File: config.mk
export PLATFORM = sky130hd
export DESIGN_NAME = dmem_arbiter
export DESIGN_NICKNAME = d
export VERILOG_FILES = /design/src/rtl/dmem_arb_pkg.sv /design/src/rtl/dmem_arbiter_lock_timer.sv /design/src/rtl/dmem_arbiter.sv
export SDC_FILE = /design/constraint.sdc
export NUM_CORES = 1
export LEC_CHECK = 0
export ABC_AREA = 0
export CAP_MARGIN = 10
export CORE_AREA = 3 3 115 117
export DETAILED_ROUTE_END_ITERATION = 12
export DIE_AREA = 0 0 118 120
export PLACE_DENSITY_LB_ADDON = 0.3
export SYNTH_ARGS = -nofsm -noshare
export SYNTH_HDL_FRONTEND = slang
export SYNTH_HIERARCHICAL = 1
export SYNTH_SLANG_ARGS = --single-unit
File: constraint.sdc
create_clock -name clk -period 2.7 [get_ports clk]
set_input_delay 0.675 -clock clk [delete_from_list [all_inputs] [get_ports clk]]
set_output_delay 0.675 -clock clk [all_outputs]
set_load 0.01 [all_outputs]
File: src/rtl/dmem_arb_pkg.sv
// Shared types for the data-memory arbiter.
//   arb_state_t : arbitration mode (open round-robin or debug-locked)
//   owner_t     : which port owns the memory / won the last arbitration
//   lock_cnt_w  : width of the lock counter for a given LOCK_MAX
package dmem_arb_pkg;

  typedef enum logic {
    ARB    = 1'b0,
    LOCKED = 1'b1
  } arb_state_t;

  typedef enum logic {
    OWN_CPU = 1'b0,
    OWN_DBG = 1'b1
  } owner_t;

  function automatic int lock_cnt_w(input int lock_max);
    return $clog2(lock_max + 1);
  endfunction

endpackage

File: src/rtl/dmem_arbiter_lock_timer.sv
// Debug lock timer: counts the dbg grants of a locked burst (the entering
// grant counts as the first) and flags expiry when the burst reaches
// LOCK_MAX. On expiry a one-cycle cpu_prio flag is raised for the next
// arbitration cycle.
//   clk, rst  : clock, synchronous active-low reset
//   start     : dbg granted with lock while arbitrating (counter loads 1)
//   run       : arbiter is in the locked state this cycle
//   unlock    : dbg dropped its lock while locked (counter clears)
//   expire    : this cycle's count reaches LOCK_MAX (combinational)
//   cpu_prio  : registered one-cycle CPU priority after a forced release
module arb_lock_timer
  import dmem_arb_pkg::*;
#(
  parameter int LOCK_MAX = 16
) (
  input  logic clk,
  input  logic rst,
  input  logic start,
  input  logic run,
  input  logic unlock,
  output logic expire,
  output logic cpu_prio
);

  localparam int CNT_W = lock_cnt_w(LOCK_MAX);

  logic [CNT_W-1:0] cnt_q, cnt_d, cnt_inc;
  logic             prio_q, prio_d;

  always_comb begin
    cnt_inc = '0;
    if (start) begin
      cnt_inc = CNT_W'(1);
    end else if (run) begin
      cnt_inc = cnt_q + CNT_W'(1);
    end
    expire = (start || run) && (cnt_inc == CNT_W'(LOCK_MAX));
    // The counter only lives while a lock is held; any exit clears it.
    cnt_d  = (expire || unlock || !(start || run)) ? '0 : cnt_inc;
    prio_d = expire;
  end

  always_ff @(posedge clk) begin
    if (!rst) begin
      cnt_q  <= '0;
      prio_q <= 1'b0;
    end else begin
      cnt_q  <= cnt_d;
      prio_q <= prio_d;
    end
  end

  assign cpu_prio = prio_q;

endmodule

File: src/rtl/dmem_arbiter.sv
// Two-port arbiter sharing the single-ported data memory between the CPU
// data port and a debug/loader port. One access per cycle, round-robin on
// contention, optional bounded debug lock for bursts. Grants and memory
// drive are combinational; read data returns registered one cycle later.
//   clk, rst                         : clock, synchronous active-low reset
//   cpu_req/we/addr/wdata            : CPU access request
//   cpu_gnt, cpu_stall               : CPU access performed / stalled
//   cpu_rvalid, cpu_rdata            : CPU read return (one cycle after grant)
//   dbg_req/we/addr/wdata, dbg_lock  : debug access request and lock
//   dbg_gnt, dbg_rvalid, dbg_rdata   : debug grant and read return
//   mem_we, mem_addr, mem_wdata      : drive to the data memory
//   mem_rdata                        : combinational read data from memory
module dmem_arbiter
  import dmem_arb_pkg::*;
#(
  parameter int AW       = 32,
  parameter int DW       = 32,
  parameter int LOCK_MAX = 16
) (
  input  logic          clk,
  input  logic          rst,
  input  logic          cpu_req,
  input  logic          cpu_we,
  input  logic [AW-1:0] cpu_addr,
  input  logic [DW-1:0] cpu_wdata,
  output logic          cpu_gnt,
  output logic          cpu_stall,
  output logic          cpu_rvalid,
  output logic [DW-1:0] cpu_rdata,
  input  logic          dbg_req,
  input  logic          dbg_we,
  input  logic [AW-1:0] dbg_addr,
  input  logic [DW-1:0] dbg_wdata,
  input  logic          dbg_lock,
  output logic          dbg_gnt,
  output logic          dbg_rvalid,
  output logic [DW-1:0] dbg_rdata,
  output logic          mem_we,
  output logic [AW-1:0] mem_addr,
  output logic [DW-1:0] mem_wdata,
  input  logic [DW-1:0] mem_rdata
);

  arb_state_t    state_q, state_d;
  owner_t        last_q, last_d;
  logic          cpu_prio, expire;
  logic          lock_start, lock_run, lock_drop;
  logic          cpu_rd, dbg_rd;
  logic          cpu_vld_p1, dbg_vld_p1;
  logic [DW-1:0] cpu_rdata_p1, dbg_rdata_p1;
  logic [DW-1:0] cpu_rdata_d, dbg_rdata_d;

  // Stage 0: grant decision and memory drive
  always_comb begin
    cpu_gnt = 1'b0;
    dbg_gnt = 1'b0;
    // No access is performed while reset is held.
    if (rst) begin
      if (state_q == LOCKED) begin
        dbg_gnt = dbg_req;
      end else if (cpu_req && dbg_req) begin
        if (cpu_prio || last_q == OWN_DBG) begin
          cpu_gnt = 1'b1;
        end else begin
          dbg_gnt = 1'b1;
        end
      end else begin
        cpu_gnt = cpu_req;
        dbg_gnt = dbg_req;
      end
    end
  end

  assign cpu_stall  = cpu_req & ~cpu_gnt;
  assign lock_start = (state_q == ARB) & dbg_gnt & dbg_lock;
  assign lock_run   = (state_q == LOCKED);
  assign lock_drop  = lock_run & ~dbg_lock;

  always_comb begin
    mem_we    = 1'b0;
    mem_addr  = '0;
    mem_wdata = '0;
    if (cpu_gnt) begin
      mem_we    = cpu_we;
      mem_addr  = cpu_addr;
      mem_wdata = cpu_wdata;
    end else if (dbg_gnt) begin
      mem_we    = dbg_we;
      mem_addr  = dbg_addr;
      mem_wdata = dbg_wdata;
    end
  end

  arb_lock_timer #(
    .LOCK_MAX(LOCK_MAX)
  ) u_lock_timer (
    .clk     (clk),
    .rst     (rst),
    .start   (lock_start),
    .run     (lock_run),
    .unlock  (lock_drop),
    .expire  (expire),
    .cpu_prio(cpu_prio)
  );

  always_comb begin
    state_d = state_q;
    case (state_q)
      // An entering grant that already hits LOCK_MAX never enters LOCKED.
      ARB:     if (lock_start && !expire) state_d = LOCKED;
      LOCKED:  if (expire || !dbg_lock) state_d = ARB;
      default: state_d = ARB;
    endcase
    last_d = last_q;
    if (cpu_gnt) begin
      last_d = OWN_CPU;
    end else if (dbg_gnt || expire) begin
      last_d = OWN_DBG;
    end
  end

  always_comb begin
    cpu_rd      = cpu_gnt & ~cpu_we;
    dbg_rd      = dbg_gnt & ~dbg_we;
    cpu_rdata_d = cpu_rd ? mem_rdata : cpu_rdata_p1;
    dbg_rdata_d = dbg_rd ? mem_rdata : dbg_rdata_p1;
  end

  // Stage 1: read return registers
  always_ff @(posedge clk) begin
    if (!rst) begin
      state_q      <= ARB;
      last_q       <= OWN_DBG;
      cpu_vld_p1   <= 1'b0;
      dbg_vld_p1   <= 1'b0;
      cpu_rdata_p1 <= '0;
      dbg_rdata_p1 <= '0;
    end else begin
      state_q      <= state_d;
      last_q       <= last_d;
      cpu_vld_p1   <= cpu_rd;
      dbg_vld_p1   <= dbg_rd;
      cpu_rdata_p1 <= cpu_rdata_d;
      dbg_rdata_p1 <= dbg_rdata_d;
    end
  end

  assign cpu_rvalid = cpu_vld_p1;
  assign cpu_rdata  = cpu_rdata_p1;
  assign dbg_rvalid = dbg_vld_p1;
  assign dbg_rdata  = dbg_rdata_p1;

endmodule
Word-level counts from Yosys, hierarchy flattened
Cells that the tools add are included.
{"block": "totals", "regBits": 74, "input_bits": 167, "out_inout_bits": 134, "wordCells": 57}
{"block": "op_classes", "addsub": 1, "n_eq_ne": 1, "muxes": 21, "bitwise": 12, "reduce_logical": 14}
{"operator": "2-to-1 mux 32 bit", "count": 4}
{"operator": "2-to-1 mux 1 bit", "count": 14}
{"operator": "2-to-1 mux 5 bit", "count": 2}
{"operator": "bitwise AND 1 bit", "count": 6}
{"operator": "logical OR 1 bit", "count": 6}
{"operator": "NOT 1 bit", "count": 6}
{"operator": "adder 5 x 1 -> 5 bit (second input constant)", "count": 1}
{"operator": "equality test 5 bit (second input constant)", "count": 1}
{"operator": "logical AND 1 bit", "count": 3}
{"operator": "logical NOT 1 bit", "count": 3}
{"operator": "one-hot mux 1 bit (2 select lines)", "count": 1}
{"operator": "nonzero test 2 bit", "count": 1}
{"operator": "OR reduction 2 bit", "count": 1}

Logic depth before layout (Yosys ltp)
Gate-level depths: netlist (run 1).
{"block": "depth", "depth_word": 14, "depth_mapped": 9, "mapped_depth_nobuf": 8}

By module
The synthesis (run 1) kept the hierarchy.
{"mod": "dmem_arbiter", "n_inst": 1, "cells_each": 347, "area_per_inst_um2": 3224.3, "seq_area_each_um2": 1361.3}
{"mod": "arb_lock_timer", "n_inst": 1, "cells_each": 28, "area_per_inst_um2": 277.8, "seq_area_each_um2": 120.1}

Worst setup path before layout (run 1)
No wires, ideal clock.
{"block": "synth_timing", "path_kind": "input-to-output", "from": "input dbg_req", "to": "output mem_addr[21]", "arrival_ns": 1.855, "t_required_ns": 2.025, "path_slack_ns": 0.170, "cell_stages": 5, "n_path_buf": 2, "path_cell_list": "or3b_1 -> and4b_1 -> clkbuf_1 -> clkbuf_1 -> a22o_1"}
{"block": "synth_between", "elab_cells_between_ends": 9, "classes_between": "mux: 8; reduce/logical: 1"}
{"item": "start, declared", "line_no": "dmem_arbiter.sv:30", "text": "input logic dbg_req,"}
{"item": "logical AND 1 bit", "line_no": "dmem_arbiter.sv:61", "text": "end else if (cpu_req && dbg_req) begin"}
{"item": "2-to-1 mux 1 bit", "line_no": "dmem_arbiter.sv:61"}
{"item": "2-to-1 mux 1 bit", "line_no": "dmem_arbiter.sv:59", "text": "if (state_q == LOCKED) begin"}
{"item": "2-to-1 mux 1 bit", "line_no": "dmem_arbiter.sv:58", "text": "if (rst) begin"}
{"item": "net cpu_gnt", "line_no": "dmem_arbiter.sv:26", "text": "output logic cpu_gnt,"}
{"item": "2-to-1 mux 32 bit", "line_no": "dmem_arbiter.sv:83", "text": "if (cpu_gnt) begin"}
{"item": "end, declared", "line_no": "dmem_arbiter.sv:39", "text": "output logic [AW-1:0] mem_addr,"}
The timed path passes the listed nets, and every way through them passes these cells.

Final worst setup path (run 1)
{"block": "layout_timing", "from": "input dbg_req", "to": "output mem_wdata[6]"}
{"block": "layout_between", "elab_chain_len": 6, "elab_cells_between_ends": 9, "classes_between": "mux: 8; reduce/logical: 1"}
{"item": "logical AND 1 bit", "line_no": "dmem_arbiter.sv:61"}
{"item": "2-to-1 mux 1 bit", "line_no": "dmem_arbiter.sv:61"}
{"item": "2-to-1 mux 1 bit", "line_no": "dmem_arbiter.sv:59"}
{"item": "2-to-1 mux 1 bit", "line_no": "dmem_arbiter.sv:58"}
{"item": "2-to-1 mux 32 bit", "line_no": "dmem_arbiter.sv:87", "text": "end else if (dbg_gnt) begin"}
{"item": "2-to-1 mux 32 bit (*)", "line_no": "dmem_arbiter.sv:83"}
{"item": "end, declared", "line_no": "dmem_arbiter.sv:40", "text": "output logic [DW-1:0] mem_wdata,"}
Mark *: on every way between the ends. The rest lies on a longest branch, timed or not.

==> results of run 1 <==
cell type report:
class / instances / area, um^2 / area share [%]
Timing Repair Buffer: 330 / 3232 / 45.14
Multi-Input combinational cell: 266 / 1878 / 26.23
Sequential cell: 74 / 1481 / 20.69
Clock buffer: 10 / 239.0 / 3.338
Tap cell: 172 / 215.2 / 3.006
Clock inverter: 5 / 102.6 / 1.433
Inverter: 3 / 11.26 / 0.1573
cell usage in the layout (no fill, tap or decap), types with 6 or more instances in the layout:
cell type        instances
a22o_1                  65
buf_12                   8
buf_16                   6
buf_2                   58
buf_4                   10
buf_6                   12
clkbuf_16               10
clkdlybuf4s50_1        229
dfxtp_1                 74
mux2i_1                 64
nand2_1                 97
critical path, stage by stage:
cell	delay, ps
buf_6	70
or3b_4	370
and4b_4	210
buf_6	120
buf_12	140
buf_12	130
a22o_1	220
buf_2	140
repair_timing:
| action | CTS | global route |
|---|---|---|
| hold buffers | 0 | 0 |
| buffers inserted | 8 | 0 |
| pin swaps | 40 | 14 |
| gates resized for setup | 299 | 4 |
| cloned | 7 | 1 |
| setup endpoints to repair | 68 | 57 |
logic make-up after synthesis:
kind of cell               share of synthesized area, %
AOI/OAI and AO/OA                                 17.76
xor gates and xnor gates                          1.001
adders and majority gates                        0.3572
buffers and inverters                             4.859
DFF                                               42.30
muxes                                             18.29
and+or+nand+nor                                   15.43
final timing paths:
| path | startpoint | endpoint | slack (ps) | depth (start not counted) |
|---|---|---|---|---|
| max | dbg_req | mem_wdata[6] | -50 | 8 |
| min | dbg_rdata[31] | dbg_rdata[31] | 460 | 2 |
| max reg2reg | lock_run | last_q | 630 | 9 |
| min reg2reg | dbg_rdata[31] | dbg_rdata[31] | 460 | 2 |
registers in the layout (all words and copies together) (netlist names):
| register | count |
|---|---|
| dbg_rdata | 32 |
| cpu_rdata | 32 |
| dbg_rvalid | 1 |
| lock_run | 1 |
| u_lock_timer/cnt_q | 5 |
| last_q | 1 |
| u_lock_timer/cpu_prio | 1 |
| cpu_rvalid | 1 |
routing by layer:
metal  GRT usage, %  vias to the layer above  part of all wire (%)
met3          9.237                       21                   9.6
met1          25.80                     1932                    38
met5              0                        -                     0
met2          41.11                      204                    51
met4          7.106                        0                   2.0
li1               -                     1949                     -
Yosys cell counts (all sizes together):
cell / count / area [um^2]
and4b: 1 / 10.01
xor2: 2 / 17.52
inv: 3 / 11.26
dfxtp: 74 / 1481
a21oi: 3 / 15.01
clkbuf: 17 / 63.81
o21ai: 3 / 15.01
nand2b: 1 / 6.260
nor3: 1 / 5.000
and3: 1 / 7.510
a22o: 65 / 569.3
nand2: 98 / 367.9
and4: 1 / 8.760
or2: 1 / 6.260
nand4b: 1 / 8.760
nor3b: 2 / 15.01
o211a: 1 / 10.01
nor2: 5 / 18.77
nand3b: 1 / 7.510
and3b: 1 / 8.760
ha: 1 / 12.51
buf: 15 / 95.08
xnor2: 2 / 17.52
or3b: 1 / 8.760
nor4bb: 1 / 10.01
o22ai: 1 / 12.51
mux2i: 64 / 640.6
or4b: 1 / 10.01
nor2b: 5 / 31.28
nand3: 2 / 10.01
report_power, final:
group,total [mW],switching [mW],leakage (nW),internal [mW]
Combinational,0.847,0.329,2.53,0.517
Clock,1.35,0.432,0.165,0.920
Sequential,1.16,0.0233,0.602,1.14
Total,3.36,0.784,3.29,2.57
stage by stage:
step	setup TNS [ps]	hold WS (ps)	setup slack, ps	total power [mW]
floorplan	0	482.4	169.6	1.459
global placement	-49000	444.2	-762.4	2.002
detailed placement	-48200	454.8	-747.2	2.012
CTS	-1363	459.9	-54.55	3.390
global route	-3210	472.7	-86.33	3.493
finish	-1137	456.3	-51.00	3.357
==> summary.md, run 1 <==
| Metric | Value |
|---|---|
| Run status | complete, but fails checks |
| Violated checks | negative setup slack |
| Initial Utilization | 28.09% |
| I/O Pins | 301 |
| Vias per inst | 4.774 |
| Gpl congestion | 0.9438 |
| CTS Root Cell | clkbuf_16 |
| Die footprint | 0.01416 mm^2 |
| CTS buffer count | 9 |
| Final wirelength | 17,130 um |
| Cell count after synthesis | 375 |
| Placed cell area | 0.006754 mm^2 |
| Wire length per cell | 19.92 um |
| Critical Path Fanout Max | 7 |
| MaxCap Viol Count | 0 |
| First-pass GRT wire length | 25,430 um |
| Initial antenna violation count | 0 |
| Post-layout instance area | 0.007159 mm^2 |
| Critical path class | input port to output port |
| Worst Path Arrival | 2080 ps |
| Vias in the first global route | 4,248 |
| Final hold vios | 0 |
| Synthesized flop and latch total | 74 |
| Final net count | 852 |
| Worst setup margin | -51.00 ps |
| Final setup skew | 7.894 ps |
| Die Wd | 118 um |
| Max Slew Vio Count | 0 |
| TritonRoute pass-1 iters | 4 |
| CTS sink cnt | 74 |
| Leakage power | 3.292 nW |
| Gr usage total | 23.29% |
| Setup repair after global routing missed its margin | yes |
| CP Capture Type | output port |
| Later-pin clock latency in the skew report | 330 ps |
| Core Box Area | 0.01247 mm^2 |
| Maximum operating frequency | 363.5 MHz |
| CTS tree | yes |
| HPWL after DPL | 13,080 um |
| Period utilization | 101.9% |
| Worst Hold Class | register to register |
| H-tree levels | 3 |
| Antenna Nets Post-Route | 0 |
| Synth cell types | 33 |
| Min cycle time layout | 2751 ps |
| Final setup fails | 47 |
| Largest net degree at the start of global routing | 72 |
| Post-Syn Area | 0.003502 mm^2 |
| Max-slew headroom | 57.18% |
| Seq/Total Area, Yosys | 42.30% |
| Congestion Overflow GR | 0 |
| Slew @ Worst Pin | 642.2 ps |
| Clk buf depth | 2 |
| Mapped Nets | 543 |
| Syn Area/Cell | 9.339 um^2 |
| Worst setup SP type | input port |
| Post-Route Utilization | 57.43% |
| Vias | 4,106 |
| Clock slew at reported path FFs | 50 ps |
| Fin cells | 860 |
| PwrDens | 468.9 mW/mm^2 |
| Port Buffers | 300 |
| Number of fill cells in the layout | 1,162 |
| DRC viols | 0 |
| # rows | 41 |
| Worst VDD drop | 0.4354 mV |
| Antenna Diode Count | 0 |
| Initial DRC count | 249 |
| Worst Path Required | 2030 ps |
| Total number of yosys warnings | 6 |
| Layout cells sized above 1 | 17.59% |
| Layout area overhead | 104.4% |
| Die Ht | 120 um |
| Placed Cells incl. Taps | 831 |
Power figures use the tool's default switching activity.
==> run 2, diff against run 1 <==
--- a/constraint.sdc
+++ b/constraint.sdc
@@ -3,2 +3,2 @@
 set_output_delay 0.675 -clock clk [all_outputs]
-set_load 0.01 [all_outputs]
+set_load 0.1 [all_outputs]
==> summary.md, run 2 (synthesis results as in run 1) <==
| Metric | Value |
|---|---|
| Initial DRC count | 128 |
| # rows | 41 |
| Min cycle time layout | 2742 ps |
| Final net count | 850 |
| MaxCap Viol Count | 0 |
| Worst setup SP type | input port |
| Worst Path Required | 2030 ps |
| Initial Utilization | 28.09% |
| Die Wd | 118 um |
| Post-cts hold buffer count | 0 |
| Setup repair after global routing missed its margin | yes |
| Run status | complete, but fails checks |
| CTS buffer count | 9 |
| Sw Pwr | 1.670 mW |
| Layout cells sized above 1 | 36.97% |
| Vias | 4,089 |
| Critical path class | input port to output port |
| Die footprint | 0.01416 mm^2 |
| Clk buf depth | 2 |
| Slew @ Worst Pin | 945.6 ps |
| I/O Pins | 301 |
| Final setup skew | 6.162 ps |
| Worst Path Arrival | 2070 ps |
| Final wirelength | 17,770 um |
| Antenna Nets Post-Route | 0 |
| Seq. cell area | 0.001481 mm^2 |
| Die Ht | 120 um |
| Worst setup margin | -42.07 ps |
| Largest net degree at the start of global routing | 102 |
| CTS sink cnt | 74 |
| Max Slew Vio Count | 0 |
| Port Buffers | 300 |
| HPWL after DPL | 13,850 um |
| Gpl congestion | 0.8855 |
| Multi-input gate area | 0.002455 mm^2 |
| Worst Hold Class | register to register |
| Placed Cells incl. Taps | 834 |
| Post-layout instance area | 0.008407 mm^2 |
| CTS Root Cell | clkbuf_16 |
| Vias in the first global route | 4,436 |
| Maximum operating frequency | 364.7 MHz |
| Antenna Diode Count | 0 |
| Layout area overhead | 140.0% |
| Clock power share | 27.8% |
| PwrDens | 515.0 mW/mm^2 |
| Wire length per cell | 20.68 um |
| Critical path's slowest cell | or3b_4 |
| Clock slew at reported path FFs | 60 ps |
| Internal power | 2.659 mW |
| R2R Setup Slk | 650 ps |
| Congestion Overflow GR | 0 |
| Worst VDD drop | 0.3788 mV |
| Later-pin clock latency in the skew report | 330 ps |
| Gr usage total | 24.87% |
| Sw Share | 38.58% |
| First-pass GRT wire length | 26,850 um |
| Final setup fails | 57 |
| Period utilization | 101.6% |
| CP Capture Type | output port |
| DRC viols | 0 |
| CTS tree | yes |
| Final hold vios | 0 |
| Leakage power | 3.939 nW |
| Sequential share of power | 26.8% |
| Most used cell, CP | buf_12 |
| H-tree levels | 3 |
| Commonest non-fill, non-tap cell in the layout | clkdlybuf4s50_1 |
| Gate power share | 45.4% |
| Violated checks | negative setup slack |
| Fin cells | 859 |
| Placed cell area | 0.007629 mm^2 |
| Max-slew headroom | 36.96% |
| Initial antenna violation count | 1 |
| CP bufs+invs | 4 |
| Crit-path max cell delay | 370 ps |
| Critical Path, Cell by Cell | buf_6, or3b_4, and4b_4, buf_12, buf_12, a22o_4, buf_12 |
| Delay-heaviest family, CP | simple AND/OR/NAND/NOR gates |
| Core Box Area | 0.01247 mm^2 |
| Number of fill cells in the layout | 911 |
| TritonRoute pass-1 iters | 4 |
| Critical Path Fanout Max | 8 |
| Commonest cells after routing, fill and taps aside | clkdlybuf4s50_1, nand2_1, buf_4 |
| Vias per inst | 4.760 |
==> run 2: layer usage <==
layer / routed length (um) / GRT usage [%] / vias to the layer above
met5: 11 / 0 / -
met4: 559 / 9.817 / 2
met3: 1470 / 8.294 / 30
met1: 6658 / 27.21 / 1916
li1: - / - / 1951
met2: 9069 / 44.45 / 190
==> run 2: worst paths after layout <==
path / startpoint / end / depth (start not counted)
worst min register to register: cpu_rdata[20] / cpu_rdata[20] / 2
worst max register to register: last_q / last_q / 8
worst max-delay path: dbg_req / mem_wdata[12] / 7
worst min-delay path: cpu_rdata[20] / cpu_rdata[20] / 2
==> run 2: tightest hold or removal path: stages (launching register included) <==
cell,delay (ps)
dfxtp_1,310
nand2_1,50
mux2i_1,50
==> run 2: repair_timing <==
action                     CTS  global route
setup endpoints to repair   68            65
buffers inserted             5             0
cloned                       6             0
resized for setup           52             0
pin swaps                   47             3
==> run 2: power by group through the flow <==
stage | Combinational [mW] | Clock, mW | Sequential, mW
after global placement | 1.85 | 0 | 1.18
after detailed placement | 1.87 | 0 | 1.18
final | 1.97 | 1.20 | 1.16
after global routing | 2.02 | 1.27 | 1.16
after floorplan | 0.825 | 0 | 1.46
after CTS | 1.98 | 1.22 | 1.16
==> run 2: layout make-up <==
| type | instances | area share (%) |
|---|---|---|
| Timing Repair Buffer | 328 | 46.85 |
| Inverter | 3 | 0.1339 |
| Tap cell | 172 | 2.560 |
| Multi-Input combinational cell | 266 | 29.20 |
| Clock inverter | 5 | 0.7442 |
| Clock buffer | 11 | 2.887 |
| Sequential cell | 74 | 17.62 |
==> run 2: through the flow <==
step	utilization, %	setup slack [ps]	setup TNS [ps]	hold WS, ps	power (mW)
global route	67.44	-67.73	-2943	483.4	4.452
global placement	61.20	-386.2	-24610	446.4	3.033
CTS	67.78	-144.3	-2582	462.3	4.362
floorplan	-	-96.35	-1131	535.6	2.289
detailed placement	61.20	-416.4	-26130	455.4	3.050
finish	67.44	-42.07	-1505	458.6	4.329
==> run 3, diff against run 2 <==
CTS_CLUSTER_DIAMETER = 120   (was unset)
==> results of run 3 <==
The final DEF is identical to that of run 2; final timing and power are the same.
